$ cat src/rtl/reg8_mux_dff.sv
// Enabled parallel register built from WIDTH identical bit cells, each a 2:1
// hold/load mux feeding a flop, with an asynchronous active-high clear.
module reg8_mux_dff #(
  parameter int WIDTH = 8
) (
  input  logic             clk,
  input  logic             rstn,  // active-high despite the name
  input  logic             en,
  input  logic [WIDTH-1:0] d,
  output logic [WIDTH-1:0] q
);

  logic [WIDTH-1:0] w_mux;
  logic [WIDTH-1:0] r_q;

  // Hold is a mux recirculating the flop output, so the clock always runs.
  generate
    for (genvar gi = 0; gi < WIDTH; gi++) begin : g_bit
      assign w_mux[gi] = en ? d[gi] : r_q[gi];

      always_ff @(posedge clk or posedge rstn) begin
        if (rstn) begin
          r_q[gi] <= 1'b0;
        end else begin
          r_q[gi] <= w_mux[gi];
        end
      end
    end
  endgenerate

  assign q = r_q;

endmodule

$ cat config.mk
export PLATFORM = sky130hd
export DESIGN_NAME = reg8_mux_dff
export DESIGN_NICKNAME = d
export VERILOG_FILES = /design/src/rtl/reg8_mux_dff.sv
export SDC_FILE = /design/constraint.sdc
export NUM_CORES = 1
export LEC_CHECK = 0
export ABC_AREA = 1
export CORE_AREA = 2 2 39 41
export DETAILED_ROUTE_END_ITERATION = 6
export DIE_AREA = 0 0 41 43
export PLACE_DENSITY = 0.57
export SETUP_SLACK_MARGIN = 0.02
export SLEW_MARGIN = 20
export SYNTH_ARGS = -nofsm -noshare
export SYNTH_HDL_FRONTEND = slang
export SYNTH_SLANG_ARGS = --single-unit
$ cat constraint.sdc
create_clock -name clk -period 1.5 [get_ports clk]
set_input_delay 0.3 -clock clk [delete_from_list [all_inputs] [get_ports clk]]
set_output_delay 0.3 -clock clk [all_outputs]
set_load 0.02 [all_outputs]
## After elaboration in Yosys (flattened, before gate mapping)

Index checks and enable logic that the tools add are counted.

- Register bits: 8
- Bits in latches: 0
- Memory bits (writable): 0
- ROM bits: 0
- Bits of input ports: 11
- Output and inout bits: 8
- Memories kept: 0

- $add $sub $neg: 0
- $mul: 0
- Divide/modulo/power cells: 0
- Order comparisons: 0
- Equal/unequal tests: 0
- Shifts and indexed selects: 0
- Mux-type cells: 0
- Bitwise gates (word level): 0
- Reductions and logical operators: 0

## Depth between registers and ports, before layout

Gate-level depths: netlist of run 1.

- Word-level depth: 0
- Mapped depth: 4
- Mapped depth without buffers: 3

## Worst setup path after synthesis of run 1

OpenSTA, ideal clock, no wires.

- Kind: reg2out
- From: register r_q[0] (netlist: q[0])
- To: output q[0]
- Arrival: 0.425 ns
- Data required time: 1.200 ns
- Slack: 0.775 ns
- Cell stages (with the launch flop): 1
- Buffers on the path: 0
- Cells stage by stage: dfrtp_1

RTL lines:

| item | line | text |
|---|---|---|
| from (decl) | 14 | `logic [WIDTH-1:0] r_q;` |
| from (signal, indexed assignment) | 25 | `r_q[gi] <= w_mux[gi];` |
| to (decl) | 10 | `output logic [WIDTH-1:0] q` |

No word-level cell between the ends.

## Worst setup path after layout of run 1

- From: register r_q[0] (netlist: q[0])
- To: output q[0]

No word-level cell between the ends.

==> flow_summary_export.csv, run 1 <==
group,metric,value,unit
logic_synthesis,synth_top_family_by_area,"simple AND/OR/NAND/NOR gates",
logic_synthesis,yosysTopAreaCellShare,0.648,
clock_network,cts_setup_buffers,0,
floorplanning,initial_utilization,0.223,
global_route,grt_first_pass_wirelength,1.08,mm
critical_path,required,1.20,ns
floorplanning,rows,14,
timing,fmax,798,MHz
route,drc,0,
logic_synthesis,synth-compound-area-share,0,
critical_path,critPathCaptureType,"output pin",
power,swShare,0.261,
floorplanning,ios,19,
timing,tightest_slew,0.298,ns
critical_path,r2r-start,"q[0]",
clock_network,ctsHoldBuffers,0,
logic_synthesis,ys_types,5,
cells_and_area,multi_input_area,90.1,µm²
timing,period_share,0.835,
route,drt-total-wl,673,µm
cells_and_area,area_growth,67.6,%
cells_and_area,nets,69,
cells_and_area,final_util,0.374,
clock_network,cts_buffers,3,
clock_network,tritoncts,"done",
critical_path,cp_slowest_stage_delay,0.38,ns
timing,hold_ws,0.290,ns
critical_path,critPathArrivalTime,0.95,ns
clock_network,clk_pin_slew,0.05,ns
clock_network,clock_latency,0.25,ns
placed_design,gp_congestion,0.659,
logic_synthesis,ys_ff_latch,8,
route,drt_iter0_drc,9,
cells_and_area,antenna-diode-count,0,
power,p_clk_frac,0.313,
global_route,grt_max_degree,9,
logic_synthesis,synth_nets,46,
floorplanning,die_x,41,µm
critical_path,path_buf_inv,1,
logic_synthesis,synth_area_leaders,"dfrtp_1 (65%), nand2_1 (29%), buf_6 (3.6%), inv_1 (1.2%), inv_2 (1.2%)",
power,power_frac_seq,0.480,
logic_synthesis,ys.flop_type,"dfrtp_1",
logic_synthesis,synthSimpleGateAreaFrac,0.291,
floorplanning,die_area,0.00176,mm²
critical_path,cp_slowest_cell,"dfrtp_1",
global_route,grt_overflow,0,
clock_network,clock-sinks,8,
cells_and_area,final_cells,72,
floorplanning,die_y,43,µm
logic_synthesis,synth_mux_area_frac,0,
critical_path,critical_path.max_fanout,2,
worst_hold_path,hold_class,"in2async",
logic_synthesis,seq_area_frac_synth,0.648,
logic_synthesis,synth_edf_count,0,
run,cap_violations,0,
route,dr.pass1.iters,3,
global_route,grt_antenna_before_repair,0,
logic_synthesis,syn_inst,35,
clock_network,cts-htree-levels,1,
route,drtAntennaViolNets,0,
clock_network,cts-root-buf,"clkbuf_4",
timing,relSlewSlack,0.801,
logic_synthesis,netlist_area,309,µm²
route,wl_per_cell,9.35,µm
power,p_switching,133,µW
critical_path,cp-startpoint,"q[0]",
cells_and_area,regArea,200,µm²
logic_synthesis,synthTopCellsByCount,"nand2_1 (24), dfrtp_1 (8), buf_6 (1), inv_1 (1), inv_2 (1)",
power,intPower,378,µW
cells_and_area,drive_above_1_share,0.0893,
cells_and_area,largest_register_ffs,8,
timing,slew_violations,0,
critical_path,crit_chain,"dlygate4sd2_1",
critical_path,criticalPathCategory,"reg2out",
logic_synthesis,async_flop_share,1.00,
run_status,run_status,"complete, no violations",
cells_and_area,nFillCells,143,
timing,grt_setup_unrepaired,"false",
clock_network,clock_path_buffers,2,
logic_synthesis,yosysWarnings,0,
route,vias_per_cell,3.94,
timing,period_minus_slack,1.25,ns
power,leakage,0.281,nW
placed_design,port_buffers,18,
critical_path,start_kind,"flip-flop",
power,p_per_area,986,mW/mm²
floorplanning,core,0.00138,mm²
placed_design,place_hpwl,502,µm
power,ir_drop,392,µV
logic_synthesis,synth.most_common_cell,"nand2_1",
logic_synthesis,synthXorXnorAreaFrac,0,
timing,fin_tns_setup,0,ns
critical_path,path_delay_family,"flip-flops",
logic_synthesis,syn_area_per_cell,8.83,µm²
route,vias,284,
logic_synthesis,synth_area_leader_cell,"dfrtp_1",
timing,finalClockSkew,0,ns
timing,fin_ws,0.247,ns
power,pwr-share-comb,0.207,
timing,hold_viol,0,
placed_design,dp_slack,0.255,ns
global_route,grt_pass1_vias,249,
timing,setup_viol,0,
placed_design,place_inst,69,
logic_synthesis,synth_fa_ha_area_frac,0,
global_route,grtUsageTotal,0.0981,
-- metal layers --
metal | GRT usage | vias up | wire length (µm)
met5 | 0 | - | 0
met4 | 0.100 | 0 | 10
met3 | 0.0314 | 2 | 50
met2 | 0.109 | 11 | 334
met1 | 0.135 | 123 | 278
li1 | - | 148 | -
-- power groups by stage --
stage          logic, mW  clock network (mW)  registers (mW)
6_report           0.106               0.160           0.245
5_1_grt            0.116               0.184           0.247
4_1_cts            0.107               0.169           0.245
3_5_place_dp       0.121                   0           0.250
3_3_place_gp       0.120                   0           0.250
2_1_floorplan     0.0273                   0           0.273
-- final cells by class --
cell class	instances	area share
multi-input combinational	24	0.174
sequential	8	0.386
tap	16	0.0386
inverter	2	0.0145
timing repair buffer	19	0.343
clock buffer	3	0.0435
-- cell families (layout without fill, tap and decap cells) --
kind of cell	Yosys count	in the layout
and+or+nand+nor	24	24
DFF	8	8
buffers and inverters	3	24
-- worst paths after layout --
path                              to  slack [ns]  depth (start not counted)
min in group clk                q[2]        0.46                          2
worst min-delay path            q[0]        0.29                          2
worst max register to register  q[0]        0.90                          2
max in group asynchronous       q[7]        0.98                          2
worst max-delay path            q[0]        0.25                          1
worst min register to register  q[2]        0.46                          2
-- per-stage QoR --
| stage | total power [mW] | instance area [µm²] |
|---|---|---|
| final | 0.511 | 518 |
| after detailed placement | 0.370 | 505 |
| after floorplan | 0.300 | 309 |
| after CTS | 0.522 | 518 |
| after global placement | 0.370 | 505 |
| after global routing | 0.546 | 518 |
-- what timing repair did --
item	in CTS	in global routing
gates resized for setup	8	0
hold endpoints to repair	0	0
setup endpoints to repair	8	0
-- placed cells by master, fill, tap and decap left out --
master | synthesis | routed
clkbuf_4 | 0 | 3
dfrtp_1 | 8 | 8
inv_2 | 1 | 1
buf_4 | 0 | 1
dlygate4sd2_1 | 0 | 8
nand2_1 | 24 | 24
clkdlybuf4s50_1 | 0 | 10
inv_1 | 1 | 1
(Power assumes the default switching activity.)
==> run 2, diff against run 1 <==
Settings changed: PLACE_DENSITY 0.57 to 0.59.
Clock period 1.5 ns to 1 ns, I/O delays scaled along.
==> run 2 against run 1 <==
Against the previous run: hold slack worse by 0.081 ns; cell count is 13% higher; count of clock-buffer cells in the layout unchanged; total power grew 65%; clock skew stayed put; wire length up 15%; combinational power is 120% higher; worst setup slack lost 0.22 ns; die area stayed put; critical path type unchanged; critical endpoint is now q[1]; highest routed layer is now met3.
==> flow_summary_export.csv, run 2 (synthesis gave the netlist of run 1 again) <==
group,metric,value,unit
timing,relSlewSlack,0.781,
global_route,grt_max_degree,9,
critical_path,cp_slowest_stage_delay,0.39,ns
critical_path,timing.rr.end,"q[0]",
cells_and_area,multi_input_area,90.1,µm²
route,dr.pass1.iters,4,
placed_design,port_buffers,18,
route,drt-total-wl,771,µm
critical_path,r2r-start,"q[0]",
floorplanning,die_y,43,µm
timing,period_share,0.969,
cells_and_area,stdcell_area,606,µm²
route,drc,0,
placed_design,place_hpwl,514,µm
timing,finalClockSkew,0,ns
cells_and_area,drive_above_1_share,0.338,
clock_network,clk_pin_slew,0.05,ns
floorplanning,initial_utilization,0.223,
timing,grt_setup_unrepaired,"true",
global_route,grt_busiest_layer,"met2",
critical_path,worstSetupEndpoint,"q[1]",
global_route,grt_pass1_vias,279,
global_route,grt_antenna_before_repair,0,
route,wl_per_cell,9.52,µm
critical_path,cp-startpoint,"q[1]",
global_route,grtUsageTotal,0.104,
critical_path,crit_chain,"buf_6",
placed_design,place_inst,70,
clock_network,clock_latency,0.24,ns
clock_network,ctsHoldBuffers,0,
floorplanning,rows,14,
floorplanning,die_x,41,µm
critical_path,criticalPathCategory,"reg2out",
run,cap_violations,0,
critical_path,critPathArrivalTime,0.77,ns
power,ir_drop,618,µV
power,p_per_area,1390,mW/mm²
run_status,run_status,"complete, no violations",
cells_and_area,nFillCells,138,
route,vias,304,
critical_path,path_delay_family,"flip-flops",
critical_path,cp.depth,1,
power,leakage,0.327,nW
cells_and_area,final_cells,81,
timing,hold_viol,0,
worst_hold_path,hold_class,"in2async",
timing,slew_violations,0,
global_route,grt_util_met3,0.0314,
timing,tightest_slew,0.329,ns
route,drtAntennaViolNets,0,
clock_network,tritoncts,"done",
clock_network,cts-root-buf,"clkbuf_4",
cells_and_area,regArea,200,µm²
critical_path,r2r_slack,0.15,ns
critical_path,start_kind,"flip-flop",
cells_and_area,largest_register_ffs,8,
critical_path,reg2reg_depth,4,
route,vias_per_cell,3.75,
power,power,843,µW
timing,setup_viol,0,
cells_and_area,final_cell_mix,"nand2_1 (24), clkdlybuf4s50_1 (10), buf_4 (10)",
route,drt_iter0_drc,3,
placed_design,gp_congestion,0.615,
floorplanning,die_area,0.00176,mm²
floorplanning,core,0.00138,mm²
global_route,grt_use_met1,0.126,
clock_network,clock-sinks,8,
cells_and_area,antenna-diode-count,0,
global_route,grt_first_pass_wirelength,1.14,mm
clock_network,clock_path_buffers,2,
cells_and_area,final_common_cell,"nand2_1",
critical_path,cp_slowest_cell,"dfrtp_1",
critical_path,critPathCaptureType,"output pin",
timing,fmax,1030,MHz
critical_path,path_buf_inv,1,
placed_design,place_area,513,µm²
clock_network,cts_buffers,3,
cells_and_area,nets,78,
cells_and_area,area_growth,96.0,%
floorplanning,ios,19,
timing,period_minus_slack,0.969,ns
global_route,gr-usage-met2,0.147,
critical_path,required,0.80,ns
critical_path,critical_path.max_fanout,2,
clock_network,cts-htree-levels,1,
global_route,grt_overflow,0,
[run 2: cell count changes in the layout (fill, tap and decap cells not counted), sizes merged]
cell and delta:
dlygate4sd2 -8, buf +17
[run 2: worst min path at each step]
stage | start | end | slack (ns) | depth (start not counted)
2_1_floorplan | rstn | q[0] | 0.02 | 1
5_1_grt | rstn | q[0] | 0.24 | 2
4_1_cts | rstn | q[0] | 0.21 | 2
3_3_place_gp | q[0] | q[0] | 0.45 | 2
3_5_place_dp | q[6] | q[6] | 0.46 | 2
6_report | rstn | q[1] | 0.21 | 2
[run 2: metal layers]
layer,wire (µm),share of wire,vias up
met1,319,0.41,129
met5,0,0,-
met2,390,0.51,11
met3,62,0.080,0
li1,-,-,164
met4,0,0,0
[run 2: worst reg2reg max path: cells and delay by family (launching register included)]
kind,cells,cell delay [ns]
buf+inv,2,0.26
flops,1,0.39
simple gates,2,0.09
[run 2: final cells by class]
| cell class | count | share of cell area |
|---|---|---|
| flip-flops and latches | 8 | 0.331 |
| inverters | 2 | 0.0124 |
| repair buffers | 28 | 0.438 |
| well taps | 16 | 0.0331 |
| multi-input cells | 24 | 0.149 |
| clock buffers | 3 | 0.0372 |
[run 2: what timing repair did]
item / CTS / global route
buffers inserted: 3 / 5
pin swaps: 0 / 0
gates resized for setup: 48 / 0
gates cloned: 0 / 0
endpoints found under the setup margin: 8 / 8
[run 2: metrics by stage]
stage	TNS, ns	worst slack, ns	utilization	hold slack, ns
2_1_floorplan	0	0.324	-	0.0157
3_3_place_gp	-1.30	-0.130	0.371	0.453
3_5_place_dp	-1.37	-0.132	0.371	0.458
4_1_cts	0	0.0149	0.410	0.213
5_1_grt	-0.0157	-0.00866	0.438	0.238
6_report	0	0.0309	0.438	0.210
[run 2: where the power goes]
part	total, mW	leakage [nW]	switching (mW)	internal (mW)
logic	0.231	0.216	0.0932	0.138
registers	0.373	0.0974	0.0199	0.353
clock network	0.238	0.0138	0.102	0.137
